### src/rtl/diff_demo_pkg.sv
// Shared types and constants for the psum sequencing controller.
// Latency: n/a (declarations only).
// Backpressure: n/a.
package diff_demo_pkg;

   // Width of every dimension register and loop counter
   localparam int CNT_W = 8;

   // Row phase runs 0,1,2 and repeats
   localparam logic [1:0] COUNT3_MOD = 2'd3;

   typedef enum logic [1:0] {
      ST_IDLE  = 2'd0,
      ST_RUN   = 2'd1,
      ST_DRAIN = 2'd2,
      ST_DONE  = 2'd3
   } seq_state_t;

   // Next row phase, wrapping at COUNT3_MOD
   function automatic logic [1:0] count3_next(input logic [1:0] c);
      return (c == (COUNT3_MOD - 2'd1)) ? 2'd0 : (c + 2'd1);
   endfunction

endpackage

### src/rtl/psum_seq_ctrl_if.sv
// Bundle of cfg / psum handshakes and guard-generator outputs of the psum sequencer.
// Latency: n/a (wires only).
// Backpressure: carries cfg_ready and psum_in_ready back to the producers.
interface psum_seq_ctrl_if;
   import diff_demo_pkg::*;

   logic             cfg_valid;
   logic             cfg_ready;
   logic [CNT_W-1:0] cfg_w_num;
   logic [CNT_W-1:0] cfg_h_num;
   logic [CNT_W-1:0] cfg_c_num;
   logic             cfg_kernel_mode;

   logic             psum_in_valid;
   logic             psum_in_ready;
   logic             write_back_finish;

   logic             psum_almost_valid;
   logic [CNT_W-1:0] w_num;
   logic [CNT_W-1:0] h_num;
   logic             kernel_mode;
   logic [CNT_W-1:0] count_w;
   logic [CNT_W-1:0] count_h;
   logic [CNT_W-1:0] count_c;
   logic [1:0]       count_3;
   logic             is_even_row;
   logic             is_even_even_row;
   logic             busy;
   logic             layer_done;

   // Environment side: config source, PE array and guard generator
   modport master (
      output cfg_valid, cfg_w_num, cfg_h_num, cfg_c_num, cfg_kernel_mode,
      output psum_in_valid, write_back_finish,
      input  cfg_ready, psum_in_ready, psum_almost_valid,
      input  w_num, h_num, kernel_mode, count_w, count_h, count_c, count_3,
      input  is_even_row, is_even_even_row, busy, layer_done
   );

   // Sequencer side
   modport slave (
      input  cfg_valid, cfg_w_num, cfg_h_num, cfg_c_num, cfg_kernel_mode,
      input  psum_in_valid, write_back_finish,
      output cfg_ready, psum_in_ready, psum_almost_valid,
      output w_num, h_num, kernel_mode, count_w, count_h, count_c, count_3,
      output is_even_row, is_even_even_row, busy, layer_done
   );

endinterface

### src/rtl/nest_counter.sv
// Generic wrap counter: counts 0..max on en, wrap_o flags the enabled step at max.
// Latency: count updates one cycle after en; wrap_o is combinational from en.
// Backpressure: none; holds its value while en is low.
module nest_counter
   import diff_demo_pkg::*;
#(
   parameter int W = CNT_W
) (
   input  logic         clk,
   input  logic         rst,
   input  logic         clr,
   input  logic         en,
   input  logic [W-1:0] max,
   output logic [W-1:0] cnt,
   output logic         wrap_o
);

   localparam logic [W-1:0] ONE = {{(W-1){1'b0}}, 1'b1};

   // An enabled step at the top value is the wrap; chained counters use it as their enable
   assign wrap_o = en && (cnt == max);

   // Count register: synchronous clear wins over a step
   always_ff @(posedge clk or posedge rst) begin
      if (rst) begin
         cnt <= '0;
      end else if (clr) begin
         cnt <= '0;
      end else if (en) begin
         cnt <= wrap_o ? '0 : (cnt + ONE);
      end
   end

endmodule

### src/rtl/psum_seq_ctrl.sv
// Sequences psum beats over a w x h x c layer and drives the guard generator.
// Latency: one cycle from beat acceptance to psum_almost_valid and its counters.
// Backpressure: psum_in_ready only in RUN, cfg_ready only in IDLE; all registered.
module psum_seq_ctrl
   import diff_demo_pkg::*;
#(
   parameter int MAX_DIM = 255
) (
   input  logic          clk,
   input  logic          rst,
   psum_seq_ctrl_if.slave bus
);

   localparam logic [CNT_W-1:0] DIM_LIMIT = MAX_DIM[CNT_W-1:0];
   localparam logic [CNT_W-1:0] ONE       = {{(CNT_W-1){1'b0}}, 1'b1};

   // Dimensions above the supported maximum are saturated rather than wrapped
   function automatic logic [CNT_W-1:0] clamp_dim(input logic [CNT_W-1:0] d);
      return (d > DIM_LIMIT) ? DIM_LIMIT : d;
   endfunction

   seq_state_t       state;
   seq_state_t       state_d;
   logic             zero_pend;
   logic             zero_pend_d;

   logic             cfg_acc;
   logic             cfg_zero;
   logic             beat;
   logic [CNT_W-1:0] c_num_r;

   logic [CNT_W-1:0] w_max;
   logic [CNT_W-1:0] h_max;
   logic [CNT_W-1:0] c_max;
   logic [CNT_W-1:0] cw;
   logic [CNT_W-1:0] ch;
   logic [CNT_W-1:0] cc;
   logic             w_wrap;
   logic             h_wrap;
   logic             final_beat;

   logic [1:0]       row3;
   logic             row_even;
   logic             row_ee;

   // cfg_ready is registered and only high in IDLE, so it qualifies acceptance on its own
   assign cfg_acc  = bus.cfg_valid && bus.cfg_ready;
   assign cfg_zero = (bus.cfg_w_num == '0) || (bus.cfg_h_num == '0) || (bus.cfg_c_num == '0);
   assign beat     = bus.psum_in_valid && bus.psum_in_ready;

   assign w_max = bus.w_num - ONE;
   assign h_max = bus.h_num - ONE;
   assign c_max = c_num_r - ONE;

   // Internal counters hold the position of the next beat; w steps on every beat,
   // h on each w wrap, c on each h wrap, and the c wrap is the last beat of the layer
   nest_counter #(.W(CNT_W)) u_cnt_w (
      .clk    (clk),
      .rst    (rst),
      .clr    (cfg_acc),
      .en     (beat),
      .max    (w_max),
      .cnt    (cw),
      .wrap_o (w_wrap)
   );

   nest_counter #(.W(CNT_W)) u_cnt_h (
      .clk    (clk),
      .rst    (rst),
      .clr    (cfg_acc),
      .en     (w_wrap),
      .max    (h_max),
      .cnt    (ch),
      .wrap_o (h_wrap)
   );

   nest_counter #(.W(CNT_W)) u_cnt_c (
      .clk    (clk),
      .rst    (rst),
      .clr    (cfg_acc),
      .en     (h_wrap),
      .max    (c_max),
      .cnt    (cc),
      .wrap_o (final_beat)
   );

   // Layer configuration captured on acceptance
   always_ff @(posedge clk or posedge rst) begin
      if (rst) begin
         bus.w_num       <= '0;
         bus.h_num       <= '0;
         c_num_r         <= '0;
         bus.kernel_mode <= 1'b0;
      end else if (cfg_acc) begin
         bus.w_num       <= clamp_dim(bus.cfg_w_num);
         bus.h_num       <= clamp_dim(bus.cfg_h_num);
         c_num_r         <= clamp_dim(bus.cfg_c_num);
         bus.kernel_mode <= bus.cfg_kernel_mode;
      end
   end

   // Row phase of the next beat: advances on each row step, restarts with every channel
   always_ff @(posedge clk or posedge rst) begin
      if (rst) begin
         row3     <= 2'd0;
         row_even <= 1'b0;
         row_ee   <= 1'b0;
      end else if (cfg_acc) begin
         row3     <= 2'd0;
         row_even <= 1'b0;
         row_ee   <= 1'b0;
      end else if (w_wrap) begin
         if (h_wrap) begin
            row3     <= 2'd0;
            row_even <= 1'b0;
            row_ee   <= 1'b0;
         end else begin
            row3     <= count3_next(row3);
            row_even <= ~row_even;
            // leaving an odd row completes a pair of rows
            if (row_even) begin
               row_ee <= ~row_ee;
            end
         end
      end
   end

   // Beat strobe plus a snapshot of the accepted beat's position; held between beats
   always_ff @(posedge clk or posedge rst) begin
      if (rst) begin
         bus.psum_almost_valid <= 1'b0;
         bus.count_w           <= '0;
         bus.count_h           <= '0;
         bus.count_c           <= '0;
         bus.count_3           <= 2'd0;
         bus.is_even_row       <= 1'b0;
         bus.is_even_even_row  <= 1'b0;
      end else begin
         bus.psum_almost_valid <= beat;
         if (cfg_acc) begin
            bus.count_w          <= '0;
            bus.count_h          <= '0;
            bus.count_c          <= '0;
            bus.count_3          <= 2'd0;
            bus.is_even_row      <= 1'b0;
            bus.is_even_even_row <= 1'b0;
         end else if (beat) begin
            bus.count_w          <= cw;
            bus.count_h          <= ch;
            bus.count_c          <= cc;
            bus.count_3          <= row3;
            bus.is_even_row      <= row_even;
            bus.is_even_even_row <= row_ee;
         end
      end
   end

   // State register
   always_ff @(posedge clk or posedge rst) begin
      if (rst) begin
         state     <= ST_IDLE;
         zero_pend <= 1'b0;
      end else begin
         state     <= state_d;
         zero_pend <= zero_pend_d;
      end
   end

   // Next state; an empty layer is parked for one cycle in IDLE with cfg_ready low,
   // then reported through DONE without ever entering RUN
   always_comb begin
      state_d     = state;
      zero_pend_d = 1'b0;
      case (state)
         ST_IDLE: begin
            if (zero_pend) begin
               state_d = ST_DONE;
            end else if (cfg_acc) begin
               if (cfg_zero) begin
                  zero_pend_d = 1'b1;
               end else begin
                  state_d = ST_RUN;
               end
            end
         end
         ST_RUN: begin
            // a write-back finish coinciding with the last beat skips DRAIN
            if (final_beat) begin
               state_d = bus.write_back_finish ? ST_DONE : ST_DRAIN;
            end
         end
         ST_DRAIN: begin
            if (bus.write_back_finish) begin
               state_d = ST_DONE;
            end
         end
         ST_DONE: begin
            state_d = ST_IDLE;
         end
         default: begin
            state_d = ST_IDLE;
         end
      endcase
   end

   // Status outputs registered from the next state so they line up with the state register
   always_ff @(posedge clk or posedge rst) begin
      if (rst) begin
         bus.cfg_ready     <= 1'b0;
         bus.psum_in_ready <= 1'b0;
         bus.busy          <= 1'b0;
         bus.layer_done    <= 1'b0;
      end else begin
         bus.cfg_ready     <= (state_d == ST_IDLE) && !zero_pend_d;
         bus.psum_in_ready <= (state_d == ST_RUN);
         bus.busy          <= (state_d == ST_RUN) || (state_d == ST_DRAIN);
         bus.layer_done    <= (state_d == ST_DONE);
      end
   end

endmodule

### src/flat_wrapper.sv
// flat-port wrapper written by rule: the top's interface ports become plain ports
module psum_seq_ctrl_flat import diff_demo_pkg::*;
#(
   parameter int MAX_DIM = 255
)
  (clk, rst, bus_cfg_valid, bus_cfg_w_num, bus_cfg_h_num, bus_cfg_c_num, bus_cfg_kernel_mode, bus_psum_in_valid, bus_write_back_finish, bus_cfg_ready, bus_psum_in_ready, bus_psum_almost_valid, bus_w_num, bus_h_num, bus_kernel_mode, bus_count_w, bus_count_h, bus_count_c, bus_count_3, bus_is_even_row, bus_is_even_even_row, bus_busy, bus_layer_done);
  psum_seq_ctrl_if bus_i ();
  input  logic clk;
  input  logic rst;
  input wire logic [$bits(bus_i.cfg_valid)-1:0] bus_cfg_valid;
  input wire logic [$bits(bus_i.cfg_w_num)-1:0] bus_cfg_w_num;
  input wire logic [$bits(bus_i.cfg_h_num)-1:0] bus_cfg_h_num;
  input wire logic [$bits(bus_i.cfg_c_num)-1:0] bus_cfg_c_num;
  input wire logic [$bits(bus_i.cfg_kernel_mode)-1:0] bus_cfg_kernel_mode;
  input wire logic [$bits(bus_i.psum_in_valid)-1:0] bus_psum_in_valid;
  input wire logic [$bits(bus_i.write_back_finish)-1:0] bus_write_back_finish;
  output wire logic [$bits(bus_i.cfg_ready)-1:0] bus_cfg_ready;
  output wire logic [$bits(bus_i.psum_in_ready)-1:0] bus_psum_in_ready;
  output wire logic [$bits(bus_i.psum_almost_valid)-1:0] bus_psum_almost_valid;
  output wire logic [$bits(bus_i.w_num)-1:0] bus_w_num;
  output wire logic [$bits(bus_i.h_num)-1:0] bus_h_num;
  output wire logic [$bits(bus_i.kernel_mode)-1:0] bus_kernel_mode;
  output wire logic [$bits(bus_i.count_w)-1:0] bus_count_w;
  output wire logic [$bits(bus_i.count_h)-1:0] bus_count_h;
  output wire logic [$bits(bus_i.count_c)-1:0] bus_count_c;
  output wire logic [$bits(bus_i.count_3)-1:0] bus_count_3;
  output wire logic [$bits(bus_i.is_even_row)-1:0] bus_is_even_row;
  output wire logic [$bits(bus_i.is_even_even_row)-1:0] bus_is_even_even_row;
  output wire logic [$bits(bus_i.busy)-1:0] bus_busy;
  output wire logic [$bits(bus_i.layer_done)-1:0] bus_layer_done;
  assign bus_i.cfg_valid = bus_cfg_valid;
  assign bus_i.cfg_w_num = bus_cfg_w_num;
  assign bus_i.cfg_h_num = bus_cfg_h_num;
  assign bus_i.cfg_c_num = bus_cfg_c_num;
  assign bus_i.cfg_kernel_mode = bus_cfg_kernel_mode;
  assign bus_i.psum_in_valid = bus_psum_in_valid;
  assign bus_i.write_back_finish = bus_write_back_finish;
  assign bus_cfg_ready = bus_i.cfg_ready;
  assign bus_psum_in_ready = bus_i.psum_in_ready;
  assign bus_psum_almost_valid = bus_i.psum_almost_valid;
  assign bus_w_num = bus_i.w_num;
  assign bus_h_num = bus_i.h_num;
  assign bus_kernel_mode = bus_i.kernel_mode;
  assign bus_count_w = bus_i.count_w;
  assign bus_count_h = bus_i.count_h;
  assign bus_count_c = bus_i.count_c;
  assign bus_count_3 = bus_i.count_3;
  assign bus_is_even_row = bus_i.is_even_row;
  assign bus_is_even_even_row = bus_i.is_even_even_row;
  assign bus_busy = bus_i.busy;
  assign bus_layer_done = bus_i.layer_done;
  psum_seq_ctrl #(.MAX_DIM(MAX_DIM)) u_core (.clk(clk), .rst(rst), .bus(bus_i));
endmodule
### config.mk
export PLATFORM = sky130hd
export DESIGN_NAME = psum_seq_ctrl_flat
export DESIGN_NICKNAME = d
export VERILOG_FILES = /design/src/rtl/diff_demo_pkg.sv /design/src/rtl/psum_seq_ctrl_if.sv /design/src/rtl/nest_counter.sv /design/src/rtl/psum_seq_ctrl.sv /design/src/flat_wrapper.sv
export SDC_FILE = /design/constraint.sdc
export NUM_CORES = 1
export LEC_CHECK = 0
export CORE_MARGIN = 2
export CORE_UTILIZATION = 53
export DETAILED_ROUTE_END_ITERATION = 10
export PLACE_DENSITY_LB_ADDON = 0.2
export SYNTH_ARGS = -nofsm -noshare
export SYNTH_HDL_FRONTEND = slang
export SYNTH_SLANG_ARGS = --single-unit
export TNS_END_PERCENT = 10
### constraint.sdc
create_clock -name clk -period 3.31 [get_ports clk]
set_clock_uncertainty 0.1 [all_clocks]
set_input_delay 0.662 -clock clk [delete_from_list [all_inputs] [get_ports clk]]
set_output_delay 0.662 -clock clk [all_outputs]
set_load 0.01 [all_outputs]
---- After elaboration in Yosys (flattened, before gate mapping) ----
Index checks and enable logic that the tools add are counted.
cells by class
  add/sub/neg operators ................... 7
  order comparisons ....................... 3
  equality and inequality tests ........... 10
  multiplexer cells ....................... 46
  bitwise gates (word level) .............. 2
  reduce and logical (&&, ||, !) cells .... 20
operators with widths
  operator               number
  $mux W8                18
  $add A8 B1 Y8 const B  3
  $eq A8 B8 Y1           3
  $gt A8 B8 Y1 const B   3
  $logic_not A8 Y1       3
  $sub A8 B1 Y8 const B  3
  $mux W2                11
  $mux W1                16
  $eq A2 B2 Y1 const B   5
  $pmux W2 S4            1
  $logic_and A1 B1 Y1    6
  $reduce_bool A2 Y1     3
  $eq A2 B1 Y1 const B   2
  $logic_not A2 Y1       2
  $logic_or A1 B1 Y1     3
  $reduce_bool A3 Y1     1
  $add A2 B1 Y2 const B  1
  $not A1 Y1             2
  $reduce_and A2 Y1      1
  $logic_not A1 Y1       1
storage, ports and cells
  flip-flop bits (word level) ............. 89
  bits of input ports ..................... 30
  output and inout port bits .............. 50
  word-level logic and storage cells ...... 111

---- Logic depth before layout (Yosys ltp) ----
Gate-level depths: netlist of the first run.
  word-level depth ........................ 9
  gate-level depth with buffers ........... 11
  mapped depth without buffers ............ 10

---- By module ----
Synthesis of the first run repeated with hierarchy kept, for this count alone.
second synthesis, totals
  cells, all modules ...................... 493
  area, all modules ....................... 4470.5 um^2
by module, submodules not included
  module         times used  cells an instance  area an instance (um^2)  sequential area each (um^2)
  psum_seq_ctrl  1           334                2939.1                   1626.6
  nest_counter   3           53                 510.5                    200.2

---- Worst setup path before layout of the first run ----
OpenSTA, ideal clock, no wires.
  path kind ............................... reg-to-reg
  start point ............................. reg u_core.bus.h_num[0]
  end point ............................... reg u_core.bus.layer_done
  setup time .............................. 0.121 ns
  data arrival time ....................... 2.766 ns
  required time ........................... 3.089 ns
  path slack .............................. 0.322 ns
  cell stages (with the launch flop) ...... 11
  path buffers ............................ 1
  period minus slack after synthesis ...... 2.988 ns
  path through ............................ dfrtp_1 inv_1 ha_1 or3b_2 nor4_1 o2111ai_1 a211oi_2 clkbuf_1 nand2_1 o31a_1 ha_1
on the way
  cells in the longest elaborated chain, start to end .. 7
RTL lines
  what                               RTL line                text
  start: declaration                 psum_seq_ctrl_if.sv:45  output w_num, h_num, kernel_mode, count_w, count_h, count_c, count_3,
  start signal: assignment           psum_seq_ctrl.sv:96     bus.h_num <= clamp_dim(bus.cfg_h_num);
  $sub A8 B1 Y8                      psum_seq_ctrl.sv:52     assign h_max = bus.h_num - ONE;
  $eq A8 B8 Y1                       nest_counter.sv:21      assign wrap_o = en && (cnt == max);
  $logic_and A1 B1 Y1 (2 in series)  nest_counter.sv:21
  $mux W2                            psum_seq_ctrl.sv:188    if (final_beat) begin
  $pmux W2 S4                        psum_seq_ctrl.sv:174    case (state)
  via u_core.state_d[0]              psum_seq_ctrl.sv:23     seq_state_t state_d;
  $eq A2 B2 Y1                       psum_seq_ctrl.sv:217    bus.layer_done <= (state_d == ST_DONE);
  end signal: assignment             psum_seq_ctrl.sv:217
  end: declaration                   psum_seq_ctrl_if.sv:46  output is_even_row, is_even_even_row, busy, layer_done
The timed path passes the listed nets, and every way through them passes these cells.
A chain may end at the register's enable or synchronous reset.

---- Worst setup path after layout of the first run ----
  start point ............................. reg u_core.bus.w_num[0]
  end point ............................... reg u_core.bus.cfg_ready
on the way
  cells in the longest elaborated chain, start to end .. 9
RTL lines
  what                               RTL line                text
  start: declaration                 psum_seq_ctrl_if.sv:45
  start signal: assignment           psum_seq_ctrl.sv:95     bus.w_num <= clamp_dim(bus.cfg_w_num);
  $sub A8 B1 Y8                      psum_seq_ctrl.sv:51     assign w_max = bus.w_num - ONE;
  $eq A8 B8 Y1                       nest_counter.sv:21
  $logic_and A1 B1 Y1 (3 in series)  nest_counter.sv:21
  $mux W2                            psum_seq_ctrl.sv:188
  $pmux W2 S4                        psum_seq_ctrl.sv:174
  $logic_not A2 Y1                   psum_seq_ctrl.sv:214    bus.cfg_ready <= (state_d == ST_IDLE) && !zero_pend_d;
  $logic_and A1 B1 Y1                psum_seq_ctrl.sv:214
  end signal: assignment             psum_seq_ctrl.sv:214
  end: declaration                   psum_seq_ctrl_if.sv:44  output cfg_ready, psum_in_ready, psum_almost_valid,
Every way passes these cells.

==> metrics.txt, run 1 <==
drc violations 0; mean post-synth cell area 8.744 um2; most common cell in the netlist nand2_1; Lkg Pwr 2.522 nW; DR iter-0 viols 218; initial antenna violation count 0; Clock Sink Count 89; Synth top cells by count 150 x nand2_1, 89 x dfrtp_1, 37 x a21oi_1; starting density of the core 54.07%; mux contribution to synthesized area 0%; RSZ-0062 raised after global routing no; # Max-Cap Violations 0; Required @ worst endpoint 3.47 ns; adder-cell share of the synthesized area 2.412%; Multi-input gate area 2280 um2; Max Transition Viols Final 0; Synth Area in XOR/XNOR 4.502%; grt total ovfl 0; yosys warns 0; cts bufs inserted 9; synthesized cell area 4669 um2; outcome finished, final reports clean; Max Freq 0.3252 GHz; Yosys top cell area share 47.70%; final setup vio count 0; Yosys top cell by area dfrtp_1; simple-gate share of the synthesized area 26.45%; minimum clock period 3.075 ns; via count 4,254; largest driver fanout on the critical path 9; Site Rows 34; worst skew pair latency 0.36 ns; post-placement cell area 5594 um2; Setup Crit Path Kind flip-flop to flip-flop; fin area 5826 um2; sequential share of the synthesized area 47.70%; Pwr Density 416.0 nW/um2; total core area 8636 um2; clock slew at reported path FFs 0.10 ns; Main synth FF type dfrtp_1; FFs w/ async S/R, synth 100.0%; HP Class flip-flop to flip-flop; endpoints failing hold 0; Least-Margin Pin Slew 0.4897 ns; Die H 97.87 um; CTS max path bufs 2; Crit. End Element flip-flop; Ports 80; die area 9578 um2; Synth Area in Compound Gates 15.35%; Worst VDD drop 0.2396 mV; Final ANT Viol Nets 0; ANT cells 0; Netlist cell types 50; area delta synth->final 24.76%; vias in the first global route 4,126; top cells by area, synth dfrtp_1 48%, nand2_1 12%, a21oi_1 4.0%, xnor2_1 3.4%, ha_1 2.4%; Post-synth EDFFs 0; largest net degree at the start of global routing 90; Overall Power 2.423 mW; CTS root buffer clkbuf_8; register area 2227 um2; die span in x 97.87 um; WL final 11.88 mm; setup TNS 0 ns; Post-CTS Setup Bufs 0; final worst-path cycle share 92.89%; wire per inst 16.55 um; TritonCTS clock tree done; first-pass GRT wire length 20.04 mm; Mapped Nets 573; crit path DAT 3.23 ns; via density per instance 5.925; GPL Wtd Cong 0.8460; filler cell count 725; Setup crit start kind flip-flop; normalized max-slew margin 67.36%; Net count, final 644; TritonRoute pass-1 iters 5; synthesis-stage register bit count 89; I/O Buffers 79; main combinational cell family by area after synthesis simple AND/OR/NAND/NOR gates; share of cells above drive strength 1 7.049%; hpwl dp 7.972 mm; Mapped Cells 534; total track usage 25.53%; htree depth 3
## what timing repair did
item                       CTS  global route
hold buffers                 0             0
setup endpoints to repair    0             2
resized for setup            0             1
## routing by layer
| metal | vias to the layer above | track usage (%) | routed length [um] |
|---|---|---|---|
| met2 | 143 | 43.84 | 6095 |
| met4 | 0 | 7.372 | 119 |
| met5 | - | 0 | 0 |
| met1 | 2085 | 33.83 | 5037 |
| met3 | 16 | 3.722 | 627 |
| li1 | 2010 | - | - |
## cell usage in the layout (no fill, tap or decap), types with 6 or more instances in the layout
master / n
o21ai_0: 14
xnor2_1: 18
buf_4: 10
clkdlybuf4s50_1: 79
a211oi_1: 6
nand3_1: 16
or3_1: 11
o22ai_1: 9
nand2_1: 150
xor2_1: 6
clkbuf_8: 10
a32o_1: 6
a21oi_1: 37
nor4_1: 14
inv_1: 12
dfrtp_1: 89
nor3_1: 7
nor3b_1: 7
ha_1: 9
nor2_1: 16
nand2b_1: 6
## metrics by stage
step | utilization, % | cells | hold slack [ns] | setup slack, ns
after floorplan | - | 534 | 0.3668 | 0.2411
after global placement | 64.78 | 702 | 0.3580 | 0.2488
after detailed placement | 64.78 | 702 | 0.3693 | 0.1303
after CTS | 67.42 | 718 | 0.3906 | 0.1247
after global routing | 67.46 | 718 | 0.4038 | 0.06213
final | 67.46 | 718 | 0.3874 | 0.2353
## worst paths after layout
kind	slack (ns)	from	depth (start not counted)	end
max	0.24	u_core.bus.w_num[0]$_DFFE_PP0P_	10	u_core.bus.cfg_ready$_DFF_PP0_
min	0.39	u_core.bus.kernel_mode$_DFFE_PP0P_	2	u_core.bus.kernel_mode$_DFFE_PP0P_
max reg2reg	0.24	u_core.bus.w_num[0]$_DFFE_PP0P_	10	u_core.bus.cfg_ready$_DFF_PP0_
min reg2reg	0.39	u_core.bus.kernel_mode$_DFFE_PP0P_	2	u_core.bus.kernel_mode$_DFFE_PP0P_
max in group asynchronous	2.10	rst	3	u_core.u_cnt_w.cnt[5]$_DFFE_PP0P_
min in group asynchronous	0.60	rst	3	u_core.bus.w_num[6]$_DFFE_PP0P_
## report_power, final
group	leakage, nW	internal, mW	total (mW)	switching (mW)
combinational	1.28	0.185	0.337	0.152
clock	0.113	0.449	0.849	0.400
sequential	1.13	1.15	1.24	0.0824
total	2.52	1.79	2.42	0.635
## sequential cells by signal, summed over array words and instances (netlist names)
name	flops
u_core.bus.layer_done	1
u_core.row_ee	1
u_core.bus.count_c	8
u_core.u_cnt_w.cnt	8
u_core.bus.is_even_even_row	1
u_core.bus.count_w	8
u_core.bus.is_even_row	1
u_core.bus.psum_almost_valid	1
u_core.bus.w_num	8
u_core.state	2
u_core.row3	2
u_core.bus.count_3	2
u_core.u_cnt_c.cnt	8
u_core.bus.kernel_mode	1
u_core.bus.psum_in_ready	1
u_core.zero_pend	1
u_core.c_num_r	8
u_core.row_even	1
u_core.bus.cfg_ready	1
u_core.bus.count_h	8
u_core.bus.busy	1
u_core.bus.h_num	8
u_core.u_cnt_h.cnt	8
## area by class of cell
cell class / instances / area share [%]
multi-input combinational: 401 / 39.13
sequential: 89 / 38.23
timing repair buffer: 91 / 15.55
clock buffer: 10 / 2.363
tap: 108 / 2.320
clock inverter: 6 / 1.546
inverter: 13 / 0.8591
## cell families after synthesis
family,Yosys count
compound gates,108
buf+inv,44
fa+ha+maj,9
xor+xnor,24
flops,89
simple gates,260
## worst max-delay path: stages (launching register included)
cell and delay, ns:
dfrtp_1 0.44, inv_1 0.10, ha_1 0.20, or3b_2 0.47, nor3_1 0.23, xnor2_1 0.15, or4_4 0.60, nor2_1 0.22
a31oi_1 0.15, ha_1 0.20, nor2b_1 0.13
No activity file was read; power rests on OpenSTA's default activity.
==> run 2: changes to the inputs <==
--- a/config.mk
+++ b/config.mk
@@ -9,6 +9,7 @@
 export CORE_UTILIZATION = 53
 export DETAILED_ROUTE_END_ITERATION = 10
 export PLACE_DENSITY_LB_ADDON = 0.2
+export SETUP_SLACK_MARGIN = 0.3
 export SYNTH_ARGS = -nofsm -noshare
 export SYNTH_HDL_FRONTEND = slang
 export SYNTH_SLANG_ARGS = --single-unit
==> metrics.txt, run 2 (synthesized netlist as in run 1, its figures left out) <==
outcome finished, final reports clean; register area 2228 um2 (about the same); cts bufs inserted 9 (unchanged); Multi-input gate area 2292 um2 (+0.55%); Clock Sink Count 89 (unchanged); Least-Margin Pin Slew 0.6567 ns (+0.1670 ns); largest driver fanout on the critical path 16 (+7); grt total ovfl 0 (unchanged); Final Non-Filler Cells 721 (+0.42%); worst skew pair latency 0.36 ns (about the same); wire per inst 16.24 um (-1.9%); Die H 97.87 um (unchanged); starting density of the core 54.07% (unchanged); TritonCTS clock tree done; normalized max-slew margin 56.13% (-11 points); I/O Buffers 79 (unchanged); HP Class flip-flop to flip-flop; WL final 11.71 mm (-1.5%); via count 4,217 (-0.87%); TritonRoute pass-1 iters 4 (-1); Worst VDD drop 0.2450 mV (+2.2%); die area 9578 um2 (unchanged); Max Transition Viols Final 0 (unchanged); final worst-path cycle share 88.55% (-4.3 points); Net Sw Power 0.6228 mW (-1.9%); Net count, final 648 (+0.62%); hpwl dp 8.107 mm (+1.7%); htree depth 3 (unchanged); minimum clock period 2.931 ns (-0.1439 ns); commonest non-fill, non-tap cell in the layout nand2_1; final setup vio count 0 (unchanged); Crit. End Element flip-flop; Setup crit start kind flip-flop; internal power 1.711 mW (-4.3%); setup TNS 0 ns (unchanged); Pwr Density 399.8 nW/um2 (-3.9%); initial antenna violation count 0 (unchanged); GPL Wtd Cong 0.8964 (+6.0%); endpoints failing hold 0 (unchanged); filler cell count 688 (-5.1%); die span in x 97.87 um (unchanged); post-placement cell area 5612 um2 (+0.31%); DR iter-0 viols 266 (+22%); Overall Power 2.334 mW (-3.7%); crit path DAT 3.12 ns (-0.11 ns); Final ANT Viol Nets 0 (unchanged); Lkg Pwr 2.531 nW (+0.37%); Sw Ratio 26.69% (+0.49 points); Site Rows 34 (unchanged); Clock power frac 32.3% (-2.7 points); worst hold margin 0.3848 ns (-0.002646 ns); commonest cells after routing, fill and taps aside 150 x nand2_1, 88 x dfrtp_1, 79 x clkdlybuf4s50_1; R2R Setup Slk 0.38 ns (+0.14 ns); total track usage 24.75% (-0.77 points); final core occ 67.60% (+0.14 points); area delta synth->final 25.03%; Max Freq 0.3412 GHz (+4.9%); drc violations 0 (unchanged); fin area 5838 um2 (+0.21%); Required @ worst endpoint 3.50 ns (+0.03 ns); Final WS setup 0.3792 ns (+0.1439 ns); number of instances in the placed design 704 (+0.28%); RSZ-0062 raised after global routing yes; dpl ws 0.1721 ns (+0.04180 ns); Flop pwr share 53.0% (+2.0 points); clock slew at reported path FFs 0.09 ns (about the same); CTS root buffer clkbuf_8; ANT cells 0 (unchanged); Logic pwr share 14.7% (+0.8 points); # Max-Cap Violations 0 (unchanged); total core area 8636 um2 (unchanged); largest net degree at the start of global routing 43 (-52%); vias in the first global route 4,093 (-0.80%); first-pass GRT wire length 19.56 mm (-2.4%); Ports 80 (unchanged); via density per instance 5.849 (-1.3%); share of cells above drive strength 1 8.157% (+1.1 points); Setup Crit Path Kind flip-flop to flip-flop; CTS max path bufs 2 (unchanged)
## run 2: cell count changes in the layout (fill, tap and decap cells not counted), sizes merged
cell	change
bufinv	-1
buf	+4
clkbuf	+1
clkinv	-1
## run 2: critical path: stages (launching register included)
cell       delay (ns)
dfrtp_1          0.45
inv_1            0.09
ha_1             0.19
or3b_2           0.50
o31a_1           0.27
o2111ai_1        0.29
a211oi_2         0.06
buf_4            0.17
buf_4            0.18
or4_1            0.41
a21oi_1          0.15
## run 2: layout make-up
class	count	area share [%]
clock buffer	11	2.422
clock inverter	4	0.9001
inverter	13	0.9001
multi-input combinational	401	39.26
sequential	89	38.17
tap	108	2.315
timing repair buffer	95	16.03
## run 2: path summary, 6_finish.rpt
kind / from / end / cells after the start
min reg2reg: u_core.bus.kernel_mode$_DFFE_PP0P_ / u_core.bus.kernel_mode$_DFFE_PP0P_ / 2
min: u_core.bus.kernel_mode$_DFFE_PP0P_ / u_core.bus.kernel_mode$_DFFE_PP0P_ / 2
max in group asynchronous: rst / u_core.u_cnt_c.cnt[0]$_DFFE_PP0P_ / 3
max reg2reg: u_core.bus.h_num[0]$_DFFE_PP0P_ / u_core.row3[0]$_DFFE_PP0P_ / 10
min in group asynchronous: rst / u_core.bus.kernel_mode$_DFFE_PP0P_ / 2
max: u_core.bus.h_num[0]$_DFFE_PP0P_ / u_core.row3[0]$_DFFE_PP0P_ / 10
## run 2: what timing repair did
action	CTS	global route
hold buffers	0	0
buffers inserted	0	2
pin swaps	0	4
resized for setup	2	4
gates cloned	0	0
setup endpoints to repair	4	20
## run 2: per-layer routing
layer	vias to the layer above	wire length, um	GRT usage (%)
met3	11	576	5.440
met5	-	0	0
met2	109	5882	41.89
met4	0	153	6.624
li1	2019	-	-
met1	2078	5095	32.38
## run 2: power groups by stage
stage	Combinational, mW	Clock [mW]	Sequential, mW
3_3_place_gp	0.332	0	1.26
5_1_grt	0.377	0.803	1.25
4_1_cts	0.345	0.762	1.24
6_report	0.344	0.753	1.24
2_1_floorplan	0.173	0	1.25
3_5_place_dp	0.340	0	1.26
